==> src/rtl/gpr_pkg.sv <==
// rtl/gpr_pkg.sv - register file geometry and dump state encoding shared by gpr and trace
package gpr_pkg;

    localparam int NREG = 32;
    localparam int AW   = 5;
    localparam int DW   = 32;

    typedef enum logic [1:0] {
        S_IDLE = 2'd0,
        S_READ = 2'd1,
        S_SEND = 2'd2,
        S_DONE = 2'd3
    } dump_state_e;

endpackage

==> src/rtl/gpr_dump_if.sv <==
// rtl/gpr_dump_if.sv - (index, value) beat stream produced by the register dump engine
interface gpr_dump_if;
    import gpr_pkg::*;

    logic          dout_valid;
    logic          dout_ready;
    logic [AW-1:0] dout_idx;
    logic [DW-1:0] dout_data;

    modport master (
        output dout_valid,
        output dout_idx,
        output dout_data,
        input  dout_ready
    );

    modport slave (
        input  dout_valid,
        input  dout_idx,
        input  dout_data,
        output dout_ready
    );

endinterface

==> src/rtl/gpr_dump.sv <==
// rtl/gpr_dump.sv - sweeps a register index range and streams each (index, value) pair
module gpr_dump
    import gpr_pkg::*;
(
    input  logic          clk,
    input  logic          rst,
    input  logic          start,
    input  logic [AW-1:0] lo_idx,
    input  logic [AW-1:0] hi_idx,
    input  logic          abort,
    output logic [AW-1:0] rf_addr,
    input  logic [DW-1:0] rf_data,
    gpr_dump_if.master    dout,
    output logic          busy,
    output logic          done,
    output logic [AW:0]   beat_cnt
);

    dump_state_e   state;
    dump_state_e   state_nxt;
    logic [AW-1:0] cur;
    logic [AW-1:0] last;
    logic [AW-1:0] beat_idx;
    logic [DW-1:0] beat_data;
    logic          hs;

    assign hs = (state == S_SEND) && dout.dout_ready;

    always_ff @(posedge clk or negedge rst) begin
        if (!rst) begin
            state <= S_IDLE;
        end else begin
            state <= state_nxt;
        end
    end

    always_comb begin
        state_nxt = state;
        case (state)
            S_IDLE: begin
                if (start) begin
                    state_nxt = (lo_idx <= hi_idx) ? S_READ : S_DONE;
                end
            end
            S_READ: begin
                state_nxt = abort ? S_IDLE : S_SEND;
            end
            S_SEND: begin
                if (abort) begin
                    state_nxt = S_IDLE;
                end else if (hs) begin
                    state_nxt = (cur == last) ? S_DONE : S_READ;
                end
            end
            S_DONE: begin
                state_nxt = S_IDLE;
            end
            default: begin
                state_nxt = S_IDLE;
            end
        endcase
    end

    // An abort landing on the DONE cycle suppresses the completion pulse.
    always_comb begin
        dout.dout_valid = (state == S_SEND);
        busy            = (state != S_IDLE);
        done            = (state == S_DONE) && !abort;
    end

    // cur only moves when entering READ, so it doubles as the held read address.
    assign rf_addr        = cur;
    assign dout.dout_idx  = beat_idx;
    assign dout.dout_data = beat_data;

    always_ff @(posedge clk or negedge rst) begin
        if (!rst) begin
            cur      <= '0;
            last     <= '0;
            beat_cnt <= '0;
        end else begin
            if (state == S_IDLE && start) begin
                cur      <= lo_idx;
                last     <= hi_idx;
                beat_cnt <= '0;
            end
            if (hs) begin
                beat_cnt <= beat_cnt + 1'b1;
                if (cur != last && !abort) begin
                    cur <= cur + 1'b1;
                end
            end
        end
    end

    // Beat register: sampled at the READ edge, so a same-edge write is not seen.
    always_ff @(posedge clk or negedge rst) begin
        if (!rst) begin
            beat_idx  <= '0;
            beat_data <= '0;
        end else if (state == S_READ) begin
            beat_idx  <= cur;
            beat_data <= rf_data;
        end
    end

endmodule

==> src/flat_wrapper.sv <==
// flat-port wrapper written by rule: the top's interface ports become plain ports
module gpr_dump_flat import gpr_pkg::*;
  (clk, rst, start, lo_idx, hi_idx, abort, rf_addr, rf_data, busy, done, beat_cnt, dout_dout_valid, dout_dout_idx, dout_dout_data, dout_dout_ready);
  gpr_dump_if dout_i ();
  input  logic clk;
  input  logic rst;
  input  logic start;
  input  logic [AW-1:0] lo_idx;
  input  logic [AW-1:0] hi_idx;
  input  logic abort;
  output logic [AW-1:0] rf_addr;
  input  logic [DW-1:0] rf_data;
  output logic busy;
  output logic done;
  output logic [AW:0] beat_cnt;
  output wire logic [$bits(dout_i.dout_valid)-1:0] dout_dout_valid;
  output wire logic [$bits(dout_i.dout_idx)-1:0] dout_dout_idx;
  output wire logic [$bits(dout_i.dout_data)-1:0] dout_dout_data;
  input wire logic [$bits(dout_i.dout_ready)-1:0] dout_dout_ready;
  assign dout_dout_valid = dout_i.dout_valid;
  assign dout_dout_idx = dout_i.dout_idx;
  assign dout_dout_data = dout_i.dout_data;
  assign dout_i.dout_ready = dout_dout_ready;
  gpr_dump u_core (.clk(clk), .rst(rst), .start(start), .lo_idx(lo_idx), .hi_idx(hi_idx), .abort(abort), .rf_addr(rf_addr), .rf_data(rf_data), .dout(dout_i), .busy(busy), .done(done), .beat_cnt(beat_cnt));
endmodule
==> config.mk <==
export PLATFORM = sky130hd
export DESIGN_NAME = gpr_dump_flat
export DESIGN_NICKNAME = d
export VERILOG_FILES = /design/src/rtl/gpr_pkg.sv /design/src/rtl/gpr_dump_if.sv /design/src/rtl/gpr_dump.sv /design/src/flat_wrapper.sv
export SDC_FILE = /design/constraint.sdc
export NUM_CORES = 1
export LEC_CHECK = 0
export CORE_ASPECT_RATIO = 0.5
export CORE_MARGIN = 1.5
export CORE_UTILIZATION = 23
export CTS_BUF_LIST = sky130_fd_sc_hd__clkbuf_4 sky130_fd_sc_hd__clkbuf_8 sky130_fd_sc_hd__clkbuf_16
export DETAILED_ROUTE_END_ITERATION = 6
export PLACE_DENSITY = 0.48
export SYNTH_ARGS = -nofsm -noshare
export SYNTH_HDL_FRONTEND = slang
export SYNTH_SLANG_ARGS = --single-unit
==> constraint.sdc <==
create_clock -name clk -period 1.7 [get_ports clk]
set_input_delay 0.51 -clock clk [delete_from_list [all_inputs] [get_ports clk]]
set_output_delay 0.51 -clock clk [all_outputs]
set_load 0.05 [all_outputs]
# Word-level counts from Yosys, hierarchy flattened
# Index checks and enable logic that the tools add are counted.
[word_totals]
ff_bits = 55
input_bits = 47
output_inout_bits = 51
elab_cells = 37
[classes]
n_eq_ne = 7
n_addsub = 2
reduce_logical = 9
mux = 12
order_cmp = 1
[op_table]
columns = ["operator", "count"]
rows = [
  ["5-bit two-way mux", 3],
  ["2-bit two-way mux", 6],
  ["6-bit two-way mux", 2],
  ["2-bit one-hot mux with 4 select lines", 1],
  ["6-bit by 1-bit adder with 6-bit output (second input constant)", 1],
  ["5-bit by 1-bit adder with 5-bit output (second input constant)", 1],
  ["5-bit == test", 1],
  ["5-bit <= comparator", 1],
  ["5-bit inequality test", 1],
  ["2-bit == test (second input constant)", 2],
  ["1-bit logical AND", 4],
  ["2-bit nonzero test", 2],
  ["3-bit by 2-bit inequality test with 1-bit output (second input constant)", 1],
  ["2-bit by 1-bit == test with 1-bit output (second input constant)", 1],
  ["2-bit zero test", 1],
  ["2-bit inequality test (second input constant)", 1],
  ["2-bit AND reduction", 1],
  ["1-bit zero test", 1],
]

# Depth between registers and ports, before layout
[logic_depth]
ltp_word = 5
ltp_mapped = 7
mapped_depth_nobuf = 7

# Worst setup path after synthesis
# No wires, ideal clock.
[synth_path]
kind = "register to register"
from = "register u_core.state[1]"
to = "register u_core.beat_cnt[4]"
t_required_ns = 1.553
synth_period_minus_slack_ns = 1.984
arrival_ns = 1.838
path_stages_with_launch = 6
setup_slack_ns = -0.284
setup_time_ns = 0.147
n_path_buf = 0
cell_sequence = "dfrtp_1 -> nor2b_1 -> and2_1 -> nand4_1 -> nand3_1 -> o21ai_0"
[synth_between]
elab_chain_len = 3
[synth_rtl]
columns = ["element", "line_no", "text"]
rows = [
  ["from (decl)", "gpr_dump.sv:19", "dump_state_e state;"],
  ["from (signal assigned)", "gpr_dump.sv:33", "state <= state_nxt;"],
  ["2-bit == test *", "--", ""],
  ["net dout_dout_valid", "flat_wrapper.sv:16", "output wire logic [$bits(dout_i.dout_valid)-1:0] dout_dout_valid;"],
  ["1-bit logical AND *", "gpr_dump.sv:27", "assign hs = (state == S_SEND) && dout.dout_ready;"],
  ["6-bit two-way mux / 2-bit nonzero test (equally long branches)", "--", ""],
  ["to (signal assigned)", "gpr_dump.sv:88", "beat_cnt <= beat_cnt + 1'b1;"],
  ["to (decl)", "gpr_dump.sv:16", "output logic [AW:0] beat_cnt"],
]
# Mark *: on every way through the listed nets, which the timed path passes. The rest lies on a longest branch.
# A chain may end at the register's enable or synchronous reset.

# Worst setup path in the final report
[layout_path]
from = "input port hi_idx[2]"
to = "register u_core.state[1]"
[layout_between]
elab_chain_len = 4
[layout_rtl]
columns = ["element", "line_no", "text"]
rows = [
  ["from (decl)", "flat_wrapper.sv:9", "input logic [AW-1:0] hi_idx;"],
  ["5-bit <= comparator", "gpr_dump.sv:42", "state_nxt = (lo_idx <= hi_idx) ? S_READ : S_DONE;"],
  ["2-bit two-way mux", "gpr_dump.sv:42", ""],
  ["2-bit two-way mux", "gpr_dump.sv:41", "if (start) begin"],
  ["2-bit one-hot mux with 4 select lines", "gpr_dump.sv:39", "case (state)"],
]
# Every way passes these cells. The select of a mux whose other input is x is not followed.

==> results list <==
- Post-synthesis area per instance: approximately 12 µm²
- In this run the count of I/O pins placed on the die edge is a little under 100.
- The global routing stage identified its most utilized layer as met2.
- In this run the cell area of the synthesized design comes to 2530 µm².
- Violated checks: negative setup slack
- Global routing used between 10% and 20% of the available tracks across all layers.
* Root Buffer: clkbuf_16
* CP endpoint kind: register
* CP bufs+invs: 2
- Once detailed placement completed, the half-perimeter wirelength came to 5230 µm.
- The H-tree was split into 2 levels.
- The tool flagged a number of max-cap violations equal to 0.
- Post-synthesis instance total: 209
- Gate family responsible for the most delay along the worst path: compound AO/OA/AOI/OAI gates
- X dimension of the die: 151 µm
- The number of global-route vias before repair was 2219.
- In the final design database the tool counted 403 nets.
- The completed layout was analyzed and its total power is 10.6 mW.
* Peak supply drop: 0.646 mV
- Wire length of the first global-routing pass: roughly 11000 µm
- Relative to the synthesized area, the layout overhead comes to 88.9%.
- For the pin with the worst max-slew slack, the measured transition is between 0.3 and 0.4 ns.
* Buffers from clock root to sink, at most: 2
* Initial Util: 24.2%
- Slack of the critical path: -0.0548 ns
- Critical path peak fanout: 2
- Most frequent cells in the layout: 53 x buf_12, 50 x dfrtp_1, 35 x buf_4
- Aggregate global routing overflow: 0
- Distinct cell type count after synthesis: 42
* Slowest stage cell on the critical path: a221o_1
- Count of antenna diodes in the layout: 0
* Final weighted congestion in routability-driven placement: 0.752
- Setup repair after global routing could not meet its margin everywhere.
* Final instance area: approximately 4800 µm²
* Clock transition time at the flip-flop clock pins of the worst setup and hold paths: roughly 0.07 ns
- Max-slew violations: 0
* Register bit total from synthesis: 55
- Post-layout minimum cycle time: 1.75 ns
- The post-route netlist has a little under half of its cells at a drive strength greater than 1.
- For this block, the via count after detailed routing is 2160.
- DIE AREA: 11700 µm²
* Pre-CTS setup slack: -0.904 ns
- Clock sinks: 55
* Average detailed-routed wire length per instance: approximately 15 µm
* Global routing met2 resource utilization: 22.2%
- Layout filler cell count: just over 900
- In the finished design, the share of the clock period the worst path needs comes to 103%.
- Worst Hold Class: in -> async
- Standard-cell row count: 26
- Once detail routing completed, the nets flagged for antenna violations numbered 0.
- Post-synth net total: 263
- Leaving out fill and tap cells, the most frequent cell in the layout is buf_12.
- In the routed design, unresolved DRC markers number 0.
- TritonCTS clock tree: yes
* Detail-routed via count per cell: 4.41
- Register area share after synthesis: 54.4%
* Antenna violations before repair: 0
* Leakage: 2.09 nW
* Sum of negative setup slack: -0.0875 ns
- Total wire length: about 7200 µm
- In this run, the number of DRC markers left after iteration 0 of detailed routing was 59.
- Worst-case clock skew: slightly above 0.004 ns
- TritonCTS created 5 clock buffers.
- Input and output buffers added on the ports amount to 97.
- Hold timing on the final database bottoms out at a slack of between 0.2 and 0.25 ns.
- Hold repair after CTS inserted 0 buffers.
* Length of the first detailed-routing pass in iterations: 4
* Endpoint arrival time on the critical path: 1.94 ns
- Entering global routing, the biggest net connects 56 pins.
- Clock latency at the later pin of the worst-skew pair: 0.29 ns
- Walking the worst path, the cells encountered are buf_8 > inv_12 > ha_4 > a211o_1 > a221o_1 > a211oi_2 > o41ai_2 > o2bb2ai_1.
- Largest stage delay on the critical path: 0.31 ns
- Setup violations remaining at the end of the flow were counted as 2.
- Global routing usage on met3: between 2 and 3%
- The placed instances occupy a cell area of 4460 µm².
- Met1 usage: roughly 15%
- Required arrival time at the worst endpoint: 1.88 ns
* Count of final hold-check violations: 0
- Critical path type: in -> reg
* Number of warnings reported in the yosys synthesis log: 0
* Slew HR: between 70% and 80%
* Kind of start point of the critical path: input port
* Result of the run: finished with violations
- In this run the vertical extent of the chip is about 77 µm.
- PD cells: 2210 nW/µm²
* Core box area: roughly 10000 µm²
* Maximum clock rate: around 570 MHz
-- path summary, 6_finish.rpt --
check,start,to,slack [ns],depth (start not counted)
min in group clk,hi_idx[2],u_core.last[2],0.47,3
hold / removal,rst,u_core.last[4],0.21,2
setup / recovery,hi_idx[2],u_core.state[1],-0.05,8
hold reg to reg,u_core.last[2],u_core.last[2],0.51,2
max in group asynchronous,rst,u_core.rf_addr[0],1.23,2
setup reg to reg,u_core.state[0],u_core.rf_addr[3],0.05,6
-- cell families after synthesis --
| kind of cell | Yosys count | share of synthesized area [%] |
|---|---|---|
| muxes | 36 | 16.0 |
| adders and majority gates | 7 | 3.46 |
| xor gates and xnor gates | 3 | 1.04 |
| AOI/OAI and AO/OA | 36 | 10.4 |
| and+or+nand+nor | 56 | 12.0 |
| buffers and inverters | 16 | 2.67 |
| DFF | 55 | 54.4 |
-- layer usage --
metal / part of all wire (%) / vias up
met5: 0 / -
met4: 1.1 / 0
met3: 4.0 / 6
met2: 53 / 57
met1: 42 / 1077
li1: - / 1020
-- sequential cells by signal, summed over array words and instances (netlist names) --
signal                 flops
u_core.beat_cnt            6
u_core.dout.dout_data     32
u_core.dout.dout_idx       5
u_core.last                5
u_core.rf_addr             5
u_core.state               2
-- worst reg2reg max path, delay by kind of cell, from the launching register on --
family	cells	cell delay (ns)
buffers and inverters	1	0.13
AOI/OAI and AO/OA	3	0.67
and+or+nand+nor	2	0.36
DFF	1	0.41
-- synthesized netlist by cell type --
cell type | n | area (µm²)
dfrtp_1 | 55 | 1380
mux2_2 | 22 | 248
nand2_1 | 18 | 67.6
mux2_1 | 13 | 146
nor2_1 | 11 | 41.3
inv_1 | 10 | 37.5
o21ai_0 | 8 | 40.0
ha_1 | 7 | 87.6
nand3_1 | 7 | 35.0
o21ai_1 | 7 | 35.0
buf_2 | 6 | 30.0
nand2b_1 | 5 | 31.3
a21oi_1 | 4 | 20.0
nand4_1 | 3 | 18.8
xnor2_1 | 3 | 26.3
a211oi_1 | 2 | 15.0
a221o_1 | 2 | 20.0
o2bb2ai_1 | 2 | 17.5
a211o_1 | 1 | 8.76
a211oi_2 | 1 | 12.5
a21boi_1 | 1 | 7.51
a22o_1 | 1 | 8.76
a31o_1 | 1 | 8.76
a31o_2 | 1 | 8.76
a31oi_4 | 1 | 21.3
a41oi_2 | 1 | 16.3
and2_1 | 1 | 6.26
and3_1 | 1 | 6.26
and4_1 | 1 | 8.76
mux2i_1 | 1 | 10.0
nand3b_1 | 1 | 7.51
nand4b_1 | 1 | 8.76
nand4bb_4 | 1 | 27.5
nor2_4 | 1 | 11.3
nor2b_1 | 1 | 6.26
nor3_1 | 1 | 5.00
nor3b_1 | 1 | 7.51
o21a_1 | 1 | 7.51
o22ai_1 | 1 | 6.26
o41ai_1 | 1 | 8.76
or2_1 | 1 | 6.26
or3b_2 | 1 | 8.76
-- cell type report --
class,count,area [µm²],area share [%]
clock buffer,6,133,2.78
sequential,55,1380,28.9
tap,140,175,3.67
inverter,10,52.6,1.10
timing repair buffer,138,1790,37.4
multi-input combinational,139,1230,25.8
clock inverter,2,12.5,0.262
-- timing repair --
| item | CTS | global route |
|---|---|---|
| resized for setup | 52 | 12 |
| endpoints found under the setup margin | 20 | 8 |
| buffers inserted | 5 | 7 |
| gates cloned | 1 | 0 |
| pin swaps | 7 | 13 |
-- metrics by stage --
step / instances / util [%]
6_report: 490 / 45.7
5_1_grt: 490 / 45.7
4_1_cts: 484 / 44.9
3_5_place_dp: 470 / 42.7
3_3_place_gp: 470 / 42.7
2_1_floorplan: 209 / -
-- report_power, final --
group | switching [mW] | total [mW] | internal, mW | leakage, nW
combinational | 3.40 | 6.90 | 3.51 | 1.36
sequential | 0.687 | 2.63 | 1.95 | 0.654
clock | 0.474 | 1.04 | 0.561 | 0.0703
Power figures use the tool's default switching activity.
